===== src/rtl/lut_ff_mux_bist_seq_pkg.sv =====
// Shared types and constants for the lut_ff_mux self-test sequencer.
// Holds the FSM encoding, the directed vector table and the LFSR step function.
package lut_ff_mux_bist_pkg;

    typedef enum logic [2:0] {
        ST_IDLE,
        ST_APPLY,
        ST_SETTLE,
        ST_COMPARE,
        ST_NEXT,
        ST_DRAIN,
        ST_DONE
    } bist_state_t;

    typedef struct packed {
        logic       dut_rst;
        logic [3:0] din;
        logic       sel;
    } stim_t;

    localparam int          NUM_DIRECTED = 5;
    localparam logic [15:0] LFSR_MASK    = 16'hB400;

    localparam logic [3:0] DIR_IN_1  = 4'b0100;
    localparam logic [3:0] DIR_IN_2  = 4'b0100;
    localparam logic [3:0] DIR_IN_3  = 4'b0001;
    localparam logic [3:0] DIR_IN_4  = 4'b0001;
    localparam logic       DIR_SEL_1 = 1'b0;
    localparam logic       DIR_SEL_2 = 1'b1;
    localparam logic       DIR_SEL_3 = 1'b0;
    localparam logic       DIR_SEL_4 = 1'b1;

    // Vector 0 holds the DUT in reset; vectors 1..4 exercise both mux legs.
    function automatic stim_t directed_vec(input logic [2:0] idx);
        stim_t v;
        v = '{dut_rst: 1'b1, din: 4'h0, sel: 1'b0};
        case (idx)
            3'd1: v = '{dut_rst: 1'b0, din: DIR_IN_1, sel: DIR_SEL_1};
            3'd2: v = '{dut_rst: 1'b0, din: DIR_IN_2, sel: DIR_SEL_2};
            3'd3: v = '{dut_rst: 1'b0, din: DIR_IN_3, sel: DIR_SEL_3};
            3'd4: v = '{dut_rst: 1'b0, din: DIR_IN_4, sel: DIR_SEL_4};
            default: v = '{dut_rst: 1'b1, din: 4'h0, sel: 1'b0};
        endcase
        return v;
    endfunction

    function automatic logic [15:0] lfsr_step(input logic [15:0] s);
        return (s >> 1) ^ (s[0] ? LFSR_MASK : 16'h0000);
    endfunction

endpackage


===== src/rtl/lut_ff_mux_bist_seq_if.sv =====
// Bundle between the self-test sequencer and the test wrapper around lut_ff_mux.
// master = sequencer side, slave = wrapper/environment side.
interface lut_ff_mux_bist_seq_if #(
    parameter int CNT_W = 16
);
    logic             start;
    logic [3:0]       stim_in;
    logic             stim_mux_sel;
    logic             stim_rst;
    logic             q_golden;
    logic             q_netlist;
    logic             busy;
    logic             done;
    logic             pass;
    logic [CNT_W-1:0] mismatch_cnt;
    logic [15:0]      vec_idx;

    modport master (
        input  start, q_golden, q_netlist,
        output stim_in, stim_mux_sel, stim_rst,
        output busy, done, pass, mismatch_cnt, vec_idx
    );

    modport slave (
        output start, q_golden, q_netlist,
        input  stim_in, stim_mux_sel, stim_rst,
        input  busy, done, pass, mismatch_cnt, vec_idx
    );
endinterface


===== src/rtl/lut_ff_mux_bist_seq_lfsr.sv =====
// 16-bit right-shifting Galois LFSR used for the random phase of the self-test.
// A zero seed would lock the register, so it is replaced by 16'h0001.
module bist_lfsr16
    import lut_ff_mux_bist_pkg::*;
#(
    parameter logic [15:0] SEED = 16'hACE1
) (
    input  logic        clk,
    input  logic        rst,
    input  logic        load,
    input  logic        advance,
    output logic [15:0] state
);
    localparam logic [15:0] SAFE_SEED = (SEED == 16'h0000) ? 16'h0001 : SEED;

    always_ff @(posedge clk) begin
        if (!rst) begin
            state <= SAFE_SEED;
        end else if (load) begin
            state <= SAFE_SEED;
        end else if (advance) begin
            state <= lfsr_step(state);
        end
    end
endmodule


===== src/rtl/lut_ff_mux_bist.sv =====
// Self-test sequencer for lut_ff_mux: directed then LFSR vectors, golden vs netlist
// compare with a saturating mismatch counter and a pass/fail verdict.
module lut_ff_mux_bist_seq
    import lut_ff_mux_bist_pkg::*;
#(
    parameter int          NUM_RANDOM    = 100,
    parameter logic [15:0] LFSR_SEED     = 16'hACE1,
    parameter int          SETTLE_CYCLES = 1,
    parameter int          DRAIN_CYCLES  = 5,
    parameter int          CNT_W         = 16
) (
    input  logic                  clk,
    input  logic                  rst,
    lut_ff_mux_bist_seq_if.master bus
);
    localparam logic [16:0] LAST_IDX   = 17'(NUM_DIRECTED - 1 + NUM_RANDOM);
    localparam logic [16:0] LAST_DIR   = 17'(NUM_DIRECTED - 1);
    localparam logic [15:0] SETTLE_END = 16'(SETTLE_CYCLES - 1);
    localparam logic [15:0] DRAIN_END  = 16'(DRAIN_CYCLES - 1);

    bist_state_t      state;
    bist_state_t      state_nx;
    logic [15:0]      timer;
    logic [16:0]      idx;
    logic [CNT_W-1:0] cnt;
    logic [3:0]       stim_in;
    logic             stim_mux_sel;
    logic             stim_rst;
    logic             busy;
    logic             done;
    logic             pass;
    logic             accept;
    logic             lfsr_adv;
    logic             last_vec;
    logic [15:0]      lfsr_state;
    stim_t            dir_vec;

    assign last_vec = (idx == LAST_IDX);
    assign dir_vec  = directed_vec(idx[2:0]);

    bist_lfsr16 #(
        .SEED(LFSR_SEED)
    ) u_lfsr (
        .clk    (clk),
        .rst    (rst),
        .load   (accept),
        .advance(lfsr_adv),
        .state  (lfsr_state)
    );

    always_ff @(posedge clk) begin
        if (!rst) begin
            state <= ST_IDLE;
        end else begin
            state <= state_nx;
        end
    end

    always_comb begin
        state_nx = state;
        accept   = 1'b0;
        lfsr_adv = 1'b0;
        case (state)
            ST_IDLE, ST_DONE: begin
                if (bus.start) begin
                    accept   = 1'b1;
                    state_nx = ST_APPLY;
                end
            end
            ST_APPLY:   state_nx = ST_SETTLE;
            ST_SETTLE:  if (timer == SETTLE_END) state_nx = ST_COMPARE;
            ST_COMPARE: state_nx = ST_NEXT;
            ST_NEXT: begin
                if (last_vec) begin
                    state_nx = (DRAIN_CYCLES == 0) ? ST_DONE : ST_DRAIN;
                end else begin
                    state_nx = ST_APPLY;
                    lfsr_adv = (idx >= LAST_DIR);
                end
            end
            ST_DRAIN:   if (timer == DRAIN_END) state_nx = ST_DONE;
            default:    state_nx = ST_IDLE;
        endcase
    end

    // The timer restarts on every state change so SETTLE and DRAIN count from zero.
    always_ff @(posedge clk) begin
        if (!rst || (state != state_nx)) begin
            timer <= '0;
        end else begin
            timer <= timer + 16'd1;
        end
    end

    always_ff @(posedge clk) begin
        if (!rst) begin
            stim_in      <= 4'h0;
            stim_mux_sel <= 1'b0;
            stim_rst     <= 1'b1;
            busy         <= 1'b0;
            done         <= 1'b0;
            pass         <= 1'b0;
            cnt          <= '0;
            idx          <= '0;
        end else begin
            case (state)
                ST_IDLE, ST_DONE: begin
                    if (accept) begin
                        cnt  <= '0;
                        idx  <= '0;
                        busy <= 1'b1;
                        done <= 1'b0;
                        pass <= 1'b0;
                    end
                end
                ST_APPLY: begin
                    if (idx <= LAST_DIR) begin
                        stim_rst     <= dir_vec.dut_rst;
                        stim_in      <= dir_vec.din;
                        stim_mux_sel <= dir_vec.sel;
                    end else begin
                        stim_rst     <= 1'b0;
                        stim_in      <= lfsr_state[3:0];
                        stim_mux_sel <= lfsr_state[4];
                    end
                end
                ST_COMPARE: begin
                    if ((bus.q_golden != bus.q_netlist) && !(&cnt)) begin
                        cnt <= cnt + 1'b1;
                    end
                end
                ST_NEXT: begin
                    if (!last_vec) begin
                        idx <= idx + 17'd1;
                    end
                end
                default: ;
            endcase

            // The final count is settled by the time DONE is entered.
            if ((state_nx == ST_DONE) && (state != ST_DONE)) begin
                busy <= 1'b0;
                done <= 1'b1;
                pass <= (cnt == '0);
            end
        end
    end

    assign bus.stim_in      = stim_in;
    assign bus.stim_mux_sel = stim_mux_sel;
    assign bus.stim_rst     = stim_rst;
    assign bus.busy         = busy;
    assign bus.done         = done;
    assign bus.pass         = pass;
    assign bus.mismatch_cnt = cnt;
    assign bus.vec_idx      = idx[15:0];
endmodule


===== src/flat_wrapper.sv =====
// flat-port wrapper written by rule: the top's interface ports become plain ports
module lut_ff_mux_bist_seq_flat import lut_ff_mux_bist_pkg::*;
#(
    parameter int          NUM_RANDOM    = 100,
    parameter logic [15:0] LFSR_SEED     = 16'hACE1,
    parameter int          SETTLE_CYCLES = 1,
    parameter int          DRAIN_CYCLES  = 5,
    parameter int          CNT_W         = 16
)
  (clk, rst, bus_start, bus_q_golden, bus_q_netlist, bus_stim_in, bus_stim_mux_sel, bus_stim_rst, bus_busy, bus_done, bus_pass, bus_mismatch_cnt, bus_vec_idx);
  lut_ff_mux_bist_seq_if #(.CNT_W(CNT_W)) bus_i ();
  input  logic clk;
  input  logic rst;
  input wire logic [$bits(bus_i.start)-1:0] bus_start;
  input wire logic [$bits(bus_i.q_golden)-1:0] bus_q_golden;
  input wire logic [$bits(bus_i.q_netlist)-1:0] bus_q_netlist;
  output wire logic [$bits(bus_i.stim_in)-1:0] bus_stim_in;
  output wire logic [$bits(bus_i.stim_mux_sel)-1:0] bus_stim_mux_sel;
  output wire logic [$bits(bus_i.stim_rst)-1:0] bus_stim_rst;
  output wire logic [$bits(bus_i.busy)-1:0] bus_busy;
  output wire logic [$bits(bus_i.done)-1:0] bus_done;
  output wire logic [$bits(bus_i.pass)-1:0] bus_pass;
  output wire logic [$bits(bus_i.mismatch_cnt)-1:0] bus_mismatch_cnt;
  output wire logic [$bits(bus_i.vec_idx)-1:0] bus_vec_idx;
  assign bus_i.start = bus_start;
  assign bus_i.q_golden = bus_q_golden;
  assign bus_i.q_netlist = bus_q_netlist;
  assign bus_stim_in = bus_i.stim_in;
  assign bus_stim_mux_sel = bus_i.stim_mux_sel;
  assign bus_stim_rst = bus_i.stim_rst;
  assign bus_busy = bus_i.busy;
  assign bus_done = bus_i.done;
  assign bus_pass = bus_i.pass;
  assign bus_mismatch_cnt = bus_i.mismatch_cnt;
  assign bus_vec_idx = bus_i.vec_idx;
  lut_ff_mux_bist_seq #(.NUM_RANDOM(NUM_RANDOM), .LFSR_SEED(LFSR_SEED), .SETTLE_CYCLES(SETTLE_CYCLES), .DRAIN_CYCLES(DRAIN_CYCLES), .CNT_W(CNT_W)) u_core (.clk(clk), .rst(rst), .bus(bus_i));
endmodule

===== config.mk =====
export PLATFORM = sky130hd
export DESIGN_NAME = lut_ff_mux_bist_seq_flat
export DESIGN_NICKNAME = d
export VERILOG_FILES = /design/src/rtl/lut_ff_mux_bist_seq_pkg.sv /design/src/rtl/lut_ff_mux_bist_seq_if.sv /design/src/rtl/lut_ff_mux_bist_seq_lfsr.sv /design/src/rtl/lut_ff_mux_bist.sv /design/src/flat_wrapper.sv
export SDC_FILE = /design/constraint.sdc
export NUM_CORES = 1
export LEC_CHECK = 0
export BUFFER_PORTS_ARGS = -buffer_cell sky130_fd_sc_hd__buf_2
export CAP_MARGIN = 20
export CORE_MARGIN = 2
export CORE_UTILIZATION = 45
export CTS_BUF_LIST = sky130_fd_sc_hd__clkbuf_8
export DETAILED_ROUTE_END_ITERATION = 10
export PLACE_DENSITY = 0.72
export SYNTH_ARGS = -nofsm -noshare
export SYNTH_HDL_FRONTEND = slang
export SYNTH_SLANG_ARGS = --single-unit

===== constraint.sdc =====
create_clock -name clk -period 1.7 [get_ports clk]
set_clock_uncertainty 0.1 [all_clocks]
set_input_delay 0.085 -clock clk [delete_from_list [all_inputs] [get_ports clk]]
set_output_delay 0.085 -clock clk [all_outputs]
set_load 0.005 [all_outputs]

==> out/qor.csv, run 1 <==
metric;value;unit
placed insts;661;
Critical Path Sink Type;register;
die area;9535;µm²
Slew HR;0.7116;
worst slew pin tran;0.4306;ns
Synth cell types;49;
CP max-delay cell;nor4_2;
MaxCap Viol Count;0;
Slew Limit Fails;0;
Synth Flop Type;dfxtp_1;
Critical Path AT;1.88;ns
die width;97.65;µm
failing checks;negative setup slack;
Startpoint Class;register;
vias per inst;5.182;
R2R cell count;6;
first-pass GRT wire length;14.52;mm
aggregate global routing overflow;0;
vias;3529;
Antenna Nets Post-Route;0;
Routed WL;9.354;mm
fmax;578.9;MHz
hpwl dp;6.427;mm
initial antenna violation count;1;
Final GP Congestion;0.8920;
sequential share of the synthesized area;0.3906;
FF-to-FF Start;u_core.timer[4]$_SDFF_PP0_;
CTS max path bufs;2;
Final min period;1.728;ns
fin util;0.6124;
sw frac;0.2401;
crit-path cells;nor4_2, and4_4, o21ai_2, nand4_1, buf_6, nor2_1;
Pleak;0.002145;µW
H-tree levels;3;
Inserted Clock Buffers;9;
synthesized netlist cell count;463;
number of cells on the worst hold path;4;
Worst path max stage delay;0.38;ns
Avg Cell Area, Syn;8.523;µm²
Initial Util;0.4592;
WP data required;1.85;ns
Comb pwr share;0.110;
drt drc;0;
Clk pwr share;0.411;
root buf cell;clkbuf_8;
TritonCTS clock tree;built;
Starting DRT DRC Count;122;
status;finished with violations;
ant diodes;0;
number of global-route vias before repair;3326;
Layout area overhead;33.35;%
Std-Cell Rows;34;
# clock sinks;77;
Yosys reg bits;77;
P_sw;928.3;µW
Post-synth ARST share;0;
drt wl/cell;13.74;µm
RSZ-0062 raised after global routing;true;
critical path class;reg -> reg;
post-synth design cell area;3946;µm²
Vert. Die Dim;97.65;µm
Hold WS;0.08850;ns
Hold Path Class;in -> reg;
layout cell share with drive strength beyond 1;0.3997;
sequential power share;0.479;
Final setup viols;12;
Worst Path Max Fanout;7;
Setup WS post-layout;-0.02753;ns
Tot Pwr;3866;µW
FF-to-FF setup slack;-0.03;ns
TritonRoute pass-1 iters;4;
crit share post-route;1.016;
clk_lat worst skew;0.36;ns
worst vdd ir;337.7;µV
Fillers;720;
final hold violation count;0;
net count after synthesis;476;
end of the worst hold path;u_core.state[2]$_SDFF_PN0_;
hold path startpoint;bus_start;
Synth warnings;0;
RR Endpoint;u_core.timer[15]$_SDFF_PP0_;
Internal Pwr Total;2938;µW
I/O Buffers;45;
overall routing resource usage;0.1835;
I/O pin count;46;
clock transition at the registers of the reported paths;0.08;ns
core area;8593;µm²
Final #Nets;581;
Final Non-Filler Cells;681;
largest net degree at the start of global routing;24;
Pwr Density;734.7;nW/µm²
setup_tns;-0.1616;ns
EDFF count, synth;0;
-- synthesized netlist by cell type, drive strengths merged, types with 3 or more instances --
master	count	share of area
or3	3	0.0073
dfxtp	77	0.39
nor3b	4	0.0076
nor2b	6	0.012
xnor2	18	0.040
o31ai	4	0.0076
o21ai	14	0.019
a21oi	11	0.014
nand3b	5	0.0095
nor3	18	0.024
mux2i	3	0.0076
nand2b	8	0.013
nand2	57	0.054
inv	11	0.010
nor2	64	0.062
and4	4	0.0089
clkbuf	3	0.0029
buf	32	0.059
xor2	29	0.064
nor4b	3	0.010
and3	4	0.0063
nand4	13	0.022
nor4	11	0.033
ha	8	0.025
nand3	34	0.044
and2	7	0.011
-- cell usage in the layout (no fill, tap or decap), drive strengths merged, types with 2 or more instances in the layout --
master  instances
nor4b           3
clkinv          3
nand2          57
nand2b          8
buf           128
nor4           11
xnor2          18
inv            11
a21oi          11
nand3b          5
nor3           18
and4            4
nor2b           6
bufinv          2
dfxtp          77
and3            4
ha              8
mux2i           3
nand4          13
nand3          34
clkbuf         11
o21a            2
o21ai          14
or3             3
nor3b           4
nor2           64
and2            7
xor2           29
a211oi          2
o31ai           4
-- repair_timing --
action,4_1_cts,5_1_grt
hold buffers,1,0
resized for setup,9,84
hold endpoints to repair,6,0
setup endpoints to repair,41,59
pin swaps,1,41
cloned,0,1
buffers inserted,0,2
-- stage by stage --
step,worst slack [ns],instance area [µm²]
after global routing,-0.1128,5263
after CTS,-0.01978,4955
final,-0.02753,5263
after floorplan,0.002297,3959
after global placement,-0.01835,4692
after detailed placement,-0.1010,4692
-- power by group through the flow --
| stage | logic [µW] | registers (µW) | clock network [µW] |
|---|---|---|---|
| finish | 427 | 1850 | 1590 |
| global route | 461 | 1860 | 1690 |
| CTS | 370 | 1850 | 1630 |
| detailed placement | 364 | 1890 | 0 |
| global placement | 355 | 1890 | 0 |
| floorplan | 233 | 1890 | 0 |
-- routing by layer --
layer	vias to the layer above	share of wire	wire (µm)	global-route usage
li1	1758	-	-	-
met2	71	0.50	4712	0.2992
met3	13	0.036	341	0.03597
met1	1685	0.44	4160	0.2319
met5	-	0.0014	13	0
met4	2	0.013	125	0.08974
-- registers in the layout, summed over array words and instances, names as in the netlist --
| name | count |
|---|---|
| u_core.idx | 17 |
| u_core.bus.mismatch_cnt | 16 |
| u_core.timer | 16 |
| u_core.u_lfsr.state | 16 |
| u_core.bus.stim_in | 4 |
| u_core.state | 3 |
| u_core.bus.busy | 1 |
| u_core.bus.done | 1 |
| u_core.bus.pass | 1 |
| u_core.bus.stim_mux_sel | 1 |
| u_core.bus.stim_rst | 1 |
-- worst max-delay path by stage --
stage / start / to / slack (ns) / cells after the start
2_1_floorplan: u_core.idx[1]$_SDFFE_PN0P_ / u_core.u_lfsr.state[9]$_SDFFE_PP0P_ / 0.002 / 9
3_5_place_dp: u_core.timer[1]$_SDFF_PP0_ / u_core.bus.pass$_SDFFE_PN0P_ / -0.10 / 7
3_3_place_gp: u_core.state[2]$_SDFF_PN0_ / u_core.bus.mismatch_cnt[12]$_SDFFE_PN0P_ / -0.02 / 5
6_report: u_core.timer[4]$_SDFF_PP0_ / u_core.timer[15]$_SDFF_PP0_ / -0.03 / 6
5_1_grt: u_core.idx[16]$_SDFFE_PN0P_ / u_core.u_lfsr.state[6]$_SDFFE_PP1P_ / -0.11 / 6
4_1_cts: u_core.idx[13]$_SDFFE_PN0P_ / u_core.u_lfsr.state[10]$_SDFFE_PP1P_ / -0.02 / 6
-- final cells by class --
cell class / count / area [µm²] / area share
Clock buffer: 11 / 151.4 / 0.02877
Clock inverter: 5 / 82.58 / 0.01569
Inverter: 11 / 41.29 / 0.007846
Multi-Input combinational cell: 340 / 2371 / 0.4505
Sequential cell: 77 / 1568 / 0.2979
Tap cell: 108 / 135.1 / 0.02568
Timing Repair Buffer: 129 / 913.4 / 0.1736
-- critical path: cells and delay by family, from the launching register on --
family | cells | cell delay (ns)
buf+inv | 1 | 0.19
simple gates | 4 | 0.93
flops | 1 | 0.36
compound gates | 1 | 0.06
-- cell families (layout without fill, tap and decap cells) --
kind of cell,Yosys count,in the layout,share of synthesized area
simple gates,242,242,0.3272
flops,77,77,0.3906
xor+xnor,47,47,0.1043
buf+inv,46,156,0.07229
compound gates,40,40,0.07261
fa+ha+maj,8,8,0.02537
mux,3,3,0.007610
(Power assumes the default switching activity.)
==> run 2, diff against run 1 <==
Settings changed: PLACE_DENSITY 0.72 to 0.67.
==> run 2 against run 1 <==
Power down 6.9%. Critical path type unchanged. Flip-flop and latch count unchanged. Non-clock buffer count shrank 7. Critical endpoint is now u_core.bus.mismatch_cnt[4]$_SDFFE_PN0P_. Sequential power barely moved. Maximum frequency increased by 2.6%. Combinational power decreased by 7.7%. Sequential share of layout area rose by 0.37 points. Global-route usage decreased by 0.13 points. Critical path depth did not move. The flow now finishes without violations.
==> out/qor.csv, run 2 (synthesized netlist as in run 1, its figures left out) <==
metric;value;unit
status;completed;
MaxCap Viol Count;0;
FF-to-FF Start;u_core.bus.mismatch_cnt[11]$_SDFFE_PN0P_;
Routed met3 length;287;µm
vias per inst;5.079;
worst vdd ir;377.7;µV
I/O Buffers;45;
Startpoint Class;register;
Comb pwr share;0.109;
fin util;0.6044;
commonest non-fill, non-tap cell in the layout;buf_4;
met1 WL;4.204;mm
Inserted Clock Buffers;9;
wire length on met2;4.276;mm
Reg with most FFs;u_core.idx;
worst slew pin tran;0.3680;ns
first-pass GRT wire length;14.57;mm
Critical Path Sink Type;register;
ant diodes;0;
sequential power share;0.515;
RSZ-0062 raised after global routing;true;
top routing layer in use;met4;
Critical Path AT;1.83;ns
fmax;594.1;MHz
Initial Util;0.4592;
die width;97.65;µm
number of global-route vias before repair;3241;
Vert. Die Dim;97.65;µm
TritonCTS clock tree;built;
number of cells on the worst hold path;2;
Hold WS;0.008337;ns
Final min period;1.683;ns
FF-to-FF setup slack;0.02;ns
overall routing resource usage;0.1822;
Final #Nets;574;
Std-Cell Rows;34;
aggregate global routing overflow;0;
Antenna Nets Post-Route;0;
largest net degree at the start of global routing;22;
RR Endpoint;u_core.bus.mismatch_cnt[4]$_SDFFE_PN0P_;
I/O pin count;46;
initial antenna violation count;0;
clock transition at the registers of the reported paths;0.08;ns
max reg flops;17;
Final GP Congestion;0.8273;
Clk pwr share;0.376;
clk_lat worst skew;0.35;ns
Slew Limit Fails;0;
drt wl/cell;13.20;µm
Pleak;0.002138;µW
Internal Pwr Total;2686;µW
commonest non-fill, non-tap cells in the layout;buf_4 (64), nor2_1 (59), dfxtp_1 (59);
hold path startpoint;rst;
# clock sinks;77;
Worst Path Max Fanout;6;
H-tree levels;3;
Routed WL;8.894;mm
die area;9535;µm²
Tot Pwr;3598;µW
final hold violation count;0;
placed insts;645;
CTS max path bufs;2;
critical path class;reg -> reg;
WP data required;1.84;ns
Layout area overhead;31.61;%
core area;8593;µm²
Design Area, Final;5194;µm²
crit share post-route;0.9901;
drt drc;0;
TritonRoute pass-1 iters;6;
Hold Path Class;in -> reg;
DP Area;4584;µm²
R2R cell count;6;
hpwl dp;6.197;mm
root buf cell;clkbuf_8;
Final Non-Filler Cells;674;
Slew HR;0.7547;
P_sw;912.2;µW
sw frac;0.2535;
vias;3423;
Pwr Density;692.8;nW/µm²
Starting DRT DRC Count;95;
layout cell share with drive strength beyond 1;0.4028;
end of the worst hold path;u_core.bus.stim_rst$_SDFFE_PN1P_;
Final setup viols;0;
[run 2: metal layers]
metal  track usage  vias up
met2        0.2934       46
li1              -     1753
met3       0.03741       10
met4       0.05235        0
met5             0        -
met1        0.2479     1614
[run 2: layout make-up]
type | instances | area, µm²
well taps | 108 | 135.1
inverters | 11 | 41.29
clock inverters | 7 | 67.56
flip-flops and latches | 77 | 1567
clock buffers | 9 | 123.9
repair buffers | 122 | 882.1
multi-input cells | 340 | 2377
fillers | 745 | 3400
[run 2: metrics by stage]
stage	setup TNS [ns]	setup slack, ns
floorplan	0	0.002297
global placement	-0.1271	-0.04786
detailed placement	-1.733	-0.1012
CTS	-0.1120	-0.01444
global route	-1.118	-0.07017
finish	0	0.01691
[run 2: timing repair]
action                     in CTS  in global routing
setup endpoints to repair      55                 72
hold endpoints to repair        1                  0
cloned                          1                  1
gates resized for setup        10                 88
pin swaps                       4                 33
setup buffers                   3                  8
[run 2: worst max-delay path by stage]
| stage | cells after the start | from | slack, ns | endpoint |
|---|---|---|---|---|
| after floorplan | 9 | u_core.idx[1]$_SDFFE_PN0P_ | 0.002 | u_core.u_lfsr.state[9]$_SDFFE_PP0P_ |
| after global placement | 5 | u_core.idx[4]$_SDFFE_PN0P_ | -0.05 | u_core.idx[15]$_SDFFE_PN0P_ |
| after detailed placement | 7 | u_core.timer[1]$_SDFF_PP0_ | -0.10 | u_core.bus.pass$_SDFFE_PN0P_ |
| after CTS | 8 | u_core.timer[0]$_SDFF_PP0_ | -0.01 | u_core.timer[5]$_SDFF_PP0_ |
| after global routing | 7 | u_core.idx[0]$_SDFFE_PN0P_ | -0.07 | u_core.state[2]$_SDFF_PN0_ |
| final | 6 | u_core.bus.mismatch_cnt[11]$_SDFFE_PN0P_ | 0.02 | u_core.bus.mismatch_cnt[4]$_SDFFE_PN0P_ |
[run 2: critical path, cell delays in order, from the launching register on]
cell and delay, ns:
dfxtp_2 0.34, nand4_1 0.21, nor4_4 0.43, buf_6 0.18, nand3b_1 0.12, xor2_1 0.16
nor2_1 0.05
[run 2: power groups by stage]
| stage | Clock [µW] | Combinational [µW] | Sequential [µW] |
|---|---|---|---|
| after global placement | 0 | 341 | 1890 |
| final | 1350 | 394 | 1850 |
| after CTS | 1390 | 358 | 1850 |
| after detailed placement | 0 | 350 | 1890 |
| after global routing | 1460 | 434 | 1850 |
| after floorplan | 0 | 233 | 1890 |
